### src/rtl/bcp_engine_if.sv
`default_nettype none
// +--------------------------------------------------------------------+
// | Module      : bcp_engine_if                                        |
// | Description : Memory-side bundle of bcp_engine: clause memory      |
// |               read port, variable-state read port and imply-stack  |
// |               push port. master = engine, slave = memories/stack.  |
// | Revision    : 1.0 - initial release                                |
// +--------------------------------------------------------------------+
`ifndef MAX_CLAUSES_BITS
`define MAX_CLAUSES_BITS 4
`endif
`ifndef MAX_VARS_BITS
`define MAX_VARS_BITS 4
`endif

interface bcp_engine_if #(
  parameter int LITS_PER_CLAUSE = 3
);
  localparam int c_cb = `MAX_CLAUSES_BITS;
  localparam int c_vb = `MAX_VARS_BITS;

  logic                              clause_rd;
  logic [c_cb-1:0]                   clause_addr;
  logic [LITS_PER_CLAUSE*c_vb-1:0]   clause_lit_var;
  logic [LITS_PER_CLAUSE-1:0]        clause_lit_neg;
  logic [LITS_PER_CLAUSE-1:0]        clause_lit_valid;
  logic                              vs_rd;
  logic [c_vb-1:0]                   vs_rd_var;
  logic                              vs_val;
  logic                              vs_unassigned;
  logic                              push_imply;
  logic [c_vb-1:0]                   var_in_imply;
  logic                              val_in_imply;
  logic                              full_imply;

  modport master (
    output clause_rd, clause_addr,
    input  clause_lit_var, clause_lit_neg, clause_lit_valid,
    output vs_rd, vs_rd_var,
    input  vs_val, vs_unassigned,
    output push_imply, var_in_imply, val_in_imply,
    input  full_imply
  );

  modport slave (
    input  clause_rd, clause_addr,
    output clause_lit_var, clause_lit_neg, clause_lit_valid,
    input  vs_rd, vs_rd_var,
    output vs_val, vs_unassigned,
    input  push_imply, var_in_imply, val_in_imply,
    output full_imply
  );
endinterface

`default_nettype wire

### src/rtl/bcp_engine.sv
`default_nettype none
// +--------------------------------------------------------------------+
// | Module      : bcp_engine                                           |
// | Description : Boolean constraint propagation over a clause range.  |
// |               Pushes implications of unit clauses, reports the     |
// |               first falsified clause as a conflict.                |
// |               Optional macro BCP_STATS_EN adds visit/push counters.|
// | Revision    : 1.0 - initial release                                |
// +--------------------------------------------------------------------+
`ifndef MAX_CLAUSES_BITS
`define MAX_CLAUSES_BITS 4
`endif
`ifndef MAX_VARS_BITS
`define MAX_VARS_BITS 4
`endif

module bcp_engine #(
  parameter int LITS_PER_CLAUSE = 3,
  parameter int LIT_IDX_BITS    = 2
) (
  input  logic                          clock,
  input  logic                          reset_n,
  input  logic                          start,
  input  logic                          reset_bcp,
  input  logic [`MAX_CLAUSES_BITS-1:0]  start_clause,
  input  logic [`MAX_CLAUSES_BITS-1:0]  end_clause,
  output logic                          bcp_busy,
  output logic                          conflict,
  output logic                          overflow,
  output logic [`MAX_CLAUSES_BITS-1:0]  bcp_clause_idx,
  bcp_engine_if.master                  bus
`ifdef BCP_STATS_EN
  ,
  output logic [15:0]                   stat_clauses,
  output logic [15:0]                   stat_implies
`endif
);
  localparam int c_cb = `MAX_CLAUSES_BITS;
  localparam int c_vb = `MAX_VARS_BITS;

  localparam logic [3:0] c_idle     = 4'd0;
  localparam logic [3:0] c_fetch    = 4'd1;
  localparam logic [3:0] c_latch    = 4'd2;
  localparam logic [3:0] c_lit_req  = 4'd3;
  localparam logic [3:0] c_lit_eval = 4'd4;
  localparam logic [3:0] c_classify = 4'd5;
  localparam logic [3:0] c_push     = 4'd6;
  localparam logic [3:0] c_next     = 4'd7;
  localparam logic [3:0] c_conflict = 4'd8;
  localparam logic [3:0] c_done     = 4'd9;

  logic [3:0]                 r_state;
  logic [c_cb-1:0]            r_idx;
  logic [c_cb-1:0]            r_end;
  logic [c_cb-1:0]            r_clause_idx;
  logic                       r_busy;
  logic                       r_conflict;
  logic                       r_overflow;
  logic [c_vb-1:0]            r_var [LITS_PER_CLAUSE];
  logic [LITS_PER_CLAUSE-1:0] r_neg;
  logic [LITS_PER_CLAUSE-1:0] r_valid;
  logic [LIT_IDX_BITS-1:0]    r_lit;
  logic [1:0]                 r_ucnt;
  logic [c_vb-1:0]            r_unit_var;
  logic                       r_unit_val;

  // Lowest valid slot at or above 'from'; MSB of the result flags "found".
  function automatic logic [LIT_IDX_BITS:0] find_valid(
    input logic [LITS_PER_CLAUSE-1:0] valid,
    input logic [LIT_IDX_BITS-1:0]    from
  );
    logic [LIT_IDX_BITS:0] res;
    res = '0;
    for (int i = LITS_PER_CLAUSE - 1; i >= 0; i--) begin
      if (valid[i] && (i >= int'(from))) res = {1'b1, LIT_IDX_BITS'(i)};
    end
    return res;
  endfunction

  logic [LIT_IDX_BITS:0] w_first;
  logic [LIT_IDX_BITS:0] w_req;
  logic [LIT_IDX_BITS:0] w_after;
  logic [c_cb-1:0]       w_idx_inc;
  logic                  w_lit_true;

  // Slot look-ups: first slot of a fresh clause, slot to query now, and
  // whether any slot remains after the one being evaluated (saves a cycle).
  always_comb begin
    w_first    = find_valid(bus.clause_lit_valid, '0);
    w_req      = find_valid(r_valid, r_lit);
    w_after    = find_valid(r_valid, r_lit + LIT_IDX_BITS'(1));
    w_idx_inc  = r_idx + c_cb'(1);
    w_lit_true = !bus.vs_unassigned && (bus.vs_val != r_neg[r_lit]);
  end

  assign bus.clause_rd    = (r_state == c_fetch);
  assign bus.clause_addr  = r_idx;
  assign bus.vs_rd        = (r_state == c_lit_req) && w_req[LIT_IDX_BITS];
  assign bus.vs_rd_var    = r_var[w_req[LIT_IDX_BITS-1:0]];
  assign bus.push_imply   = (r_state == c_push) && !bus.full_imply;
  assign bus.var_in_imply = r_unit_var;
  assign bus.val_in_imply = r_unit_val;
  assign bcp_busy         = r_busy;
  assign conflict         = r_conflict;
  assign overflow         = r_overflow;
  assign bcp_clause_idx   = r_clause_idx;

  // Main propagation state machine and its datapath registers.
  always_ff @(posedge clock or negedge reset_n) begin
    if (!reset_n) begin
      r_state      <= c_idle;
      r_idx        <= '0;
      r_end        <= '0;
      r_clause_idx <= '0;
      r_busy       <= 1'b0;
      r_conflict   <= 1'b0;
      r_overflow   <= 1'b0;
      for (int i = 0; i < LITS_PER_CLAUSE; i++) r_var[i] <= '0;
      r_neg        <= '0;
      r_valid      <= '0;
      r_lit        <= '0;
      r_ucnt       <= '0;
      r_unit_var   <= '0;
      r_unit_val   <= 1'b0;
    end else if (reset_bcp) begin
      r_state      <= c_idle;
      r_busy       <= 1'b0;
      r_conflict   <= 1'b0;
      r_overflow   <= 1'b0;
      r_clause_idx <= '0;
    end else begin
      case (r_state)
        c_idle: begin
          if (start) begin
            r_idx        <= start_clause;
            r_end        <= end_clause;
            r_clause_idx <= start_clause;
            r_conflict   <= 1'b0;
            r_overflow   <= 1'b0;
            r_busy       <= 1'b1;
            r_state      <= (start_clause >= end_clause) ? c_done : c_fetch;
          end
        end
        c_fetch: begin
          r_clause_idx <= r_idx;
          r_state      <= c_latch;
        end
        c_latch: begin
          for (int i = 0; i < LITS_PER_CLAUSE; i++)
            r_var[i] <= bus.clause_lit_var[i*c_vb +: c_vb];
          r_neg   <= bus.clause_lit_neg;
          r_valid <= bus.clause_lit_valid;
          r_lit   <= '0;
          r_ucnt  <= '0;
          // An all-invalid clause is empty and goes straight to a conflict.
          r_state <= w_first[LIT_IDX_BITS] ? c_lit_req : c_classify;
        end
        c_lit_req: begin
          if (w_req[LIT_IDX_BITS]) begin
            r_lit   <= w_req[LIT_IDX_BITS-1:0];
            r_state <= c_lit_eval;
          end else begin
            r_state <= c_classify;
          end
        end
        c_lit_eval: begin
          if (w_lit_true) begin
            r_state <= c_next;
          end else begin
            if (bus.vs_unassigned) begin
              if (r_ucnt != 2'd2) r_ucnt <= r_ucnt + 2'd1;
              r_unit_var <= r_var[r_lit];
              r_unit_val <= !r_neg[r_lit];
            end
            r_lit   <= r_lit + LIT_IDX_BITS'(1);
            r_state <= w_after[LIT_IDX_BITS] ? c_lit_req : c_classify;
          end
        end
        c_classify: begin
          case (r_ucnt)
            2'd0: begin
              r_conflict <= 1'b1;
              r_state    <= c_conflict;
            end
            2'd1:    r_state <= c_push;
            default: r_state <= c_next;
          endcase
        end
        c_push: begin
          if (bus.full_imply) r_overflow <= 1'b1;
          r_state <= c_next;
        end
        c_next: begin
          r_idx <= w_idx_inc;
          if (w_idx_inc == r_end) begin
            r_busy  <= 1'b0;
            r_state <= c_done;
          end else begin
            r_state <= c_fetch;
          end
        end
        c_conflict: begin
          r_busy  <= 1'b0;
          r_state <= c_done;
        end
        c_done: begin
          r_busy  <= 1'b0;
          r_state <= c_idle;
        end
        default: r_state <= c_idle;
      endcase
    end
  end

`ifdef BCP_STATS_EN
  logic [15:0] r_stat_clauses;
  logic [15:0] r_stat_implies;

  assign stat_clauses = r_stat_clauses;
  assign stat_implies = r_stat_implies;

  // Saturating counters of finished clauses and successful pushes.
  always_ff @(posedge clock or negedge reset_n) begin
    if (!reset_n) begin
      r_stat_clauses <= '0;
      r_stat_implies <= '0;
    end else if (reset_bcp || (r_state == c_idle && start)) begin
      r_stat_clauses <= '0;
      r_stat_implies <= '0;
    end else begin
      if ((r_state == c_next || r_state == c_conflict) && r_stat_clauses != 16'hFFFF)
        r_stat_clauses <= r_stat_clauses + 16'd1;
      if (bus.push_imply && r_stat_implies != 16'hFFFF)
        r_stat_implies <= r_stat_implies + 16'd1;
    end
  end
`endif

endmodule

`default_nettype wire

### src/flat_wrapper.sv
// flat-port wrapper written by rule: the top's interface ports become plain ports
module bcp_engine_flat 
#(
  parameter int LITS_PER_CLAUSE = 3,
  parameter int LIT_IDX_BITS    = 2
)
  (clock, reset_n, start, reset_bcp, start_clause, end_clause, bcp_busy, conflict, overflow, bcp_clause_idx, bus_clause_rd, bus_clause_addr, bus_clause_lit_var, bus_clause_lit_neg, bus_clause_lit_valid, bus_vs_rd, bus_vs_rd_var, bus_vs_val, bus_vs_unassigned, bus_push_imply, bus_var_in_imply, bus_val_in_imply, bus_full_imply);
  bcp_engine_if #(.LITS_PER_CLAUSE(LITS_PER_CLAUSE)) bus_i ();
  input  logic clock;
  input  logic reset_n;
  input  logic start;
  input  logic reset_bcp;
  input  logic [`MAX_CLAUSES_BITS-1:0] start_clause;
  input  logic [`MAX_CLAUSES_BITS-1:0] end_clause;
  output logic bcp_busy;
  output logic conflict;
  output logic overflow;
  output logic [`MAX_CLAUSES_BITS-1:0] bcp_clause_idx;
  output wire logic [$bits(bus_i.clause_rd)-1:0] bus_clause_rd;
  output wire logic [$bits(bus_i.clause_addr)-1:0] bus_clause_addr;
  input wire logic [$bits(bus_i.clause_lit_var)-1:0] bus_clause_lit_var;
  input wire logic [$bits(bus_i.clause_lit_neg)-1:0] bus_clause_lit_neg;
  input wire logic [$bits(bus_i.clause_lit_valid)-1:0] bus_clause_lit_valid;
  output wire logic [$bits(bus_i.vs_rd)-1:0] bus_vs_rd;
  output wire logic [$bits(bus_i.vs_rd_var)-1:0] bus_vs_rd_var;
  input wire logic [$bits(bus_i.vs_val)-1:0] bus_vs_val;
  input wire logic [$bits(bus_i.vs_unassigned)-1:0] bus_vs_unassigned;
  output wire logic [$bits(bus_i.push_imply)-1:0] bus_push_imply;
  output wire logic [$bits(bus_i.var_in_imply)-1:0] bus_var_in_imply;
  output wire logic [$bits(bus_i.val_in_imply)-1:0] bus_val_in_imply;
  input wire logic [$bits(bus_i.full_imply)-1:0] bus_full_imply;
  assign bus_clause_rd = bus_i.clause_rd;
  assign bus_clause_addr = bus_i.clause_addr;
  assign bus_i.clause_lit_var = bus_clause_lit_var;
  assign bus_i.clause_lit_neg = bus_clause_lit_neg;
  assign bus_i.clause_lit_valid = bus_clause_lit_valid;
  assign bus_vs_rd = bus_i.vs_rd;
  assign bus_vs_rd_var = bus_i.vs_rd_var;
  assign bus_i.vs_val = bus_vs_val;
  assign bus_i.vs_unassigned = bus_vs_unassigned;
  assign bus_push_imply = bus_i.push_imply;
  assign bus_var_in_imply = bus_i.var_in_imply;
  assign bus_val_in_imply = bus_i.val_in_imply;
  assign bus_i.full_imply = bus_full_imply;
  bcp_engine #(.LITS_PER_CLAUSE(LITS_PER_CLAUSE), .LIT_IDX_BITS(LIT_IDX_BITS)) u_core (.clock(clock), .reset_n(reset_n), .start(start), .reset_bcp(reset_bcp), .start_clause(start_clause), .end_clause(end_clause), .bcp_busy(bcp_busy), .conflict(conflict), .overflow(overflow), .bcp_clause_idx(bcp_clause_idx), .bus(bus_i));
endmodule
### config.mk
export PLATFORM = sky130hd
export DESIGN_NAME = bcp_engine_flat
export DESIGN_NICKNAME = d
export VERILOG_FILES = /design/src/rtl/bcp_engine_if.sv /design/src/rtl/bcp_engine.sv /design/src/flat_wrapper.sv
export SDC_FILE = /design/constraint.sdc
export NUM_CORES = 1
export LEC_CHECK = 0
export ABC_AREA = 1
export BUFFER_PORTS_ARGS = -buffer_cell sky130_fd_sc_hd__buf_2
export CAP_MARGIN = 20
export CORE_MARGIN = 2
export CORE_UTILIZATION = 55
export DETAILED_ROUTE_END_ITERATION = 10
export HOLD_SLACK_MARGIN = 0.03
export PLACE_DENSITY_LB_ADDON = 0.12
export SYNTH_ARGS = -nofsm -noshare
export SYNTH_HDL_FRONTEND = slang
export SYNTH_SLANG_ARGS = --single-unit
### constraint.sdc
create_clock -name clock -period 2.5 [get_ports clock]
set_clock_uncertainty 0.1 [all_clocks]
set_input_delay 0.5 -clock clock [delete_from_list [all_inputs] [get_ports clock]]
set_output_delay 0.5 -clock clock [all_outputs]
set_load 0.02 [all_outputs]
======== Yosys cells after proc, flatten, opt, wreduce, memory -nomap -nowiden ========
Index checks and enable logic that the tools add are counted.
storage, ports and cells
  register bits after elaboration ......... 46
  input bits .............................. 33
cells by class
  add/sub/neg operators ................... 3
  magnitude comparators ................... 10
  eq/ne operators ......................... 22
  mux-type cells .......................... 49
  bitwise operators ....................... 4
  reductions and logical operators ........ 32
operators by type and width
  kind                                                                                 number
  4-bit two-way mux                                                                    11
  4-bit one-hot mux with 9 select lines                                                1
  3-bit two-way mux                                                                    11
  4-bit one-hot mux with 2 select lines                                                3
  4-bit binary-select mux with 2-bit select                                            2
  4-bit by 3-bit == test with 1-bit output (second input constant)                     4
  3-bit AND reduction                                                                  5
  3-bit nonzero test                                                                   4
  1-bit two-way mux                                                                    10
  2-bit two-way mux                                                                    5
  1-bit logical AND                                                                    9
  4-bit by 2-bit == test with 1-bit output (second input constant)                     2
  4-bit == test (second input constant)                                                2
  1-bit by 2-bit greater-or-equal comparator with 1-bit output (first input constant)  4
  2-bit inequality test (second input constant)                                        4
  4-bit AND reduction                                                                  2
  3-bit greater-or-equal comparator (second input constant)                            2
  3-bit by 2-bit inequality test with 1-bit output (second input constant)             2
  3-bit inequality test (second input constant)                                        2
  2-bit NOT with 3-bit output                                                          2
  2-bit one-hot mux with 3 select lines                                                1
  5-bit AND reduction                                                                  1
  2-bit by 1-bit adder with 2-bit output (second input constant)                       2
  4-bit by 1-bit adder with 4-bit output (second input constant)                       1
  other kinds (20)                                                                     28

======== Longest topological paths before layout ========
  word-level depth ........................ 10
  depth in mapped cells ................... 11
  mapped depth without buffers ............ 11

======== Worst setup path before layout ========
Ideal clock, no wire load.
  path type ............................... reg2out
  start point ............................. reg u_core.r_lit[1]
  end point ............................... out bus_vs_rd_var[0]
  data arrival time ....................... 1.569 ns
  required time ........................... 1.900 ns
  slack ................................... 0.331 ns
  stages on the path, launching flop included .. 8
  cells stage by stage .................... dfrtp_1 inv_2 ha_1 o21ai_1 nand3_1 o21ai_0 a21oi_1 nor2_1
on the way
  cells in the longest elaborated chain, start to end .. 9
  elaborated cells on any way between the ends .. 13
  those cells by class .................... order compare: 3; mux: 6; bitwise: 1; reduce/logical: 3
RTL lines
  item                                                       line                source
  start: declaration                                         bcp_engine.sv:62    logic [LIT_IDX_BITS-1:0] r_lit;
  start signal: assignment                                   bcp_engine.sv:160   r_lit <= w_req[LIT_IDX_BITS-1:0];
  start signal: assignment                                   bcp_engine.sv:175   r_lit <= r_lit + LIT_IDX_BITS'(1);
  2-bit greater-or-equal comparator                          bcp_engine.sv:75    if (valid[i] && (i >= int'(from))) res = {1'b1, LIT_IDX_BITS'(i)};
  1-bit logical AND                                          bcp_engine.sv:75
  3-bit two-way mux (2 in series)                            bcp_engine.sv:75
  3-bit two-way mux (*)                                      bcp_engine.sv:75
  2-bit NOT with 3-bit output (not written as such) (*)      bcp_engine.sv:99    assign bus.vs_rd_var = r_var[w_req[LIT_IDX_BITS-1:0]];
  4-bit binary-select mux with 2-bit select (*)              bcp_engine.sv:99
  4-bit two-way mux (not written as such) (*) (2 in series)  bcp_engine.sv:99
  end: declaration                                           flat_wrapper.sv:25  output wire logic [$bits(bus_i.vs_rd_var)-1:0] bus_vs_rd_var;
Mark *: on every way between the ends. The rest lies on a longest branch, timed or not. The select of a mux whose other input is x is not followed.

======== Worst setup path in the final report ========
  start point ............................. reg u_core.r_lit[1]
  end point ............................... out bus_vs_rd_var[1]
The elaborated chain is that of the path after synthesis.

==> qor.yml <==
cells_and_area:
  drive_above_1_share_pct: 25.5
  antenna_cells: 0
  syn_to_final_growth_pct: 18.7
  nets: 481
cts:
  clk_pin_slew_ns: 0.09
  clk_latency_ns: 0.30
  h-tree-depth: 2
  clockBufferDepth: 2
  cts_sinks: 46
  cts_root_buffer: "clkbuf_8"
  cts_tree: "yes"
  cts_buffers: 5
route:
  ant_nets: 0
  first_iter_violations: 172
  routedWlPerCell_microns: 13.3
  drt-pass1-iter-count: 4
  wl_microns: 6730
  drcViolationCount: 0
  vias: 2613
  avgViaCountPerCell: 5.17
yosys:
  synthMuxAreaShare_pct: 0
  synth-seq-cells: 46
  yosys.area_share.simple_pct: 29.9
  synth_edf_count: 0
  synth_top_family_by_area: "simple AND/OR/NAND/NOR gates"
  yosysSeqAreaShare_pct: 40.5
  yosysWarnings: 0
  synth_xor_area_share_pct: 0
  synthCells: 368
  syn_area_sq_mm: 0.00284
  synthFlopType: "dfrtp_1"
  mappedNetlistNets: 415
  avgSynthCellArea_sq_um: 7.73
  async_reset_ff_share_pct: 100
  synthAdderAreaFrac_pct: 6.16
  synth_compound_area_share_pct: 16.3
  synth_cell_types: 31
sta:
  hold_viol_final: 0
  finalCriticalPeriod_ns: 2.37
  layout_setup_ws_ns: 0.134
  fmax_mhz: 423
  tns_ns: 0
  fin_crit_sh_pct: 94.6
  slew_headroom_pct: 69.1
  rsz0062_at_grt: "no"
  whs_ns: 0.289
  drv_slew: 0
  worst_pin_slew_ns: 0.462
  finalSetupViolations: 0
global_routing:
  grt_pass1_vias: 2496
  grt_max_degree: 19
  grt_overflow_total: 0
  grt_pass1_wl_microns: 11600
  gr-usage-all-layers_pct: 24.9
  antenna_found_initial: 0
placement:
  preCtsSetupSlack_ns: 0.149
  portBuffers: 55
  gp_congestion: 0.930
  hpwlAfterDp_microns: 5150
setup_path:
  start_kind: "flip-flop"
  cp_slowest_cell: "dfrtp_2"
  endpoint_kind: "primary output"
  path_cells: "buf_4 > ha_1 > nor2_2 > nand3_4 > o21ai_1 > a21oi_1 > nor2_1 > buf_4"
  r2r-end: "u_core.r_valid[0]$_DFFE_PN0P_"
  crit_fanout: 9
  reg2reg_slack_ns: 0.74
  crit_type: "reg2out"
  critPathArrivalTime_ns: 1.77
  startpoint: "u_core.r_lit[1]$_DFFE_PN0P_"
  max_stage_delay_ns: 0.43
  rr_startpoint: "u_core.r_state[3]$_DFFE_PN0P_"
  r2r_cells: 6
  worst_path_most_repeated_cell: "buf_4"
  critical_path_required_ns: 1.90
floorplan:
  die-area_sq_mm: 0.00576
  die_h_microns: 75.9
  die_w_microns: 75.9
  num_io_pins: 56
  rows: 26
  core-area_sq_mm: 0.00504
  start_util_pct: 56.4
job:
  maxCapViolations: 0
worst_hold_path:
  worstHoldEndpoint: "u_core.r_var[0]$_DFFE_PN0P_"
  hold_path_class: "in2reg"
  whs_path_depth: 3
  worstHoldStart: "bus_clause_lit_var[8]"
power_and_ir_drop:
  power.density_mw_per_mm2: 1110
  leakagePower_nw: 1.78
  vdd_ir_drop_max_uv: 475
status:
  run_status: "finished, final reports clean"
## area by class of cell
class / count / area [sq um]
sequential: 46 / 1150
tap: 70 / 87.6
fill: 458 / 1670
inverter: 45 / 174
timing repair buffer: 64 / 348
clock inverter: 3 / 21.3
multi-input combinational: 272 / 1520
clock buffer: 5 / 68.8
## worst max-delay path, delay by kind of cell (launching register included)
kind	cells	cell delay [ns]
AOI/OAI and AO/OA	2	0.15
adders and majority gates	1	0.18
and+or+nand+nor	3	0.40
buffers and inverters	2	0.29
DFF	1	0.43
## cell usage after synthesis (5+ instances only)
cell type  count  area (sq um)
o211ai_1       5          37.5
ha_1          14           175
o21ai_0       31           155
inv_2          6          22.5
dfrtp_1       46          1150
a21oi_1       21           105
nand3_1       20           100
nor2_2         5          31.3
inv_1         37           139
nand2_1      104           390
o21ai_1       11          55.1
nor2_1        26          97.6
## worst max-delay path by stage
stage / endpoint / slack [ns] / depth (start not counted)
2_1_floorplan: bus_vs_rd_var[0] / 0.33 / 7
3_3_place_gp: bus_vs_rd_var[1] / 0.26 / 8
3_5_place_dp: bus_vs_rd_var[1] / 0.15 / 8
4_1_cts: bus_vs_rd_var[1] / 0.02 / 7
5_1_grt: bus_vs_rd_var[0] / 0.02 / 8
6_report: bus_vs_rd_var[1] / 0.13 / 8
## registers in the layout, summed over array words and instances (netlist names), 2 cells and up
signal and count:
u_core.bus.clause_addr 4, u_core.r_state 4, u_core.r_neg 3, u_core.bcp_clause_idx 4
u_core.r_ucnt 2, u_core.r_lit 2, u_core.r_var 12, u_core.bus.var_in_imply 4
u_core.r_end 4, u_core.r_valid 3
## cells in the final DEF (no fill, tap or decap), types with 4 or more instances in the layout
cell type  count
o21ai_1       12
buf_4          9
nor2_1        25
dfrtp_1       44
buf_2         54
nand3_1       19
a2bb2oi_1      4
inv_2          6
o211ai_1       5
a21oi_1       21
inv_1         37
nor2_4         4
clkbuf_8       5
nand2_1      103
nor3_1         4
ha_1          13
nand2_4        4
o21ai_0       29
nor2_2         6
nand2_2        5
## metrics by stage
| stage | power [mW] | util (%) | cell area, sq um | instances |
|---|---|---|---|---|
| after detailed placement | 3.22 | 63.6 | 3210 | 492 |
| after global routing | 4.07 | 66.9 | 3370 | 505 |
| after CTS | 3.72 | 66.5 | 3350 | 505 |
| after floorplan | 2.68 | - | 2840 | 368 |
| final | 3.75 | 66.9 | 3370 | 505 |
| after global placement | 3.16 | 63.6 | 3210 | 492 |
## layer usage
metal  share of wire [%]  GRT usage [%]  vias up
li1                    -              -     1338
met1                  44           31.3     1192
met2                  49           43.9       70
met3                 4.4           3.69       13
met4                 2.4           8.73        0
met5                   0              0        -
## power by group
part	switching, mW	total [mW]	internal (mW)
Clock	0.270	0.466	0.197
Sequential	0.278	1.32	1.05
Combinational	1.26	1.96	0.698
## repair_timing
item                       in CTS  in global routing
pin swaps                       0                  2
hold buffers                    1                  0
setup endpoints to repair       4                  4
setup buffers                   4                  0
gates resized for setup         3                  9
hold endpoints to repair       14                  0
gates cloned                    0                  0
## cells by family after synthesis
group / after synthesis
compound gates: 79
simple gates: 179
fa+ha+maj: 14
buf+inv: 50
flops: 46
Note: power is estimated with default switching activity, not from simulation.
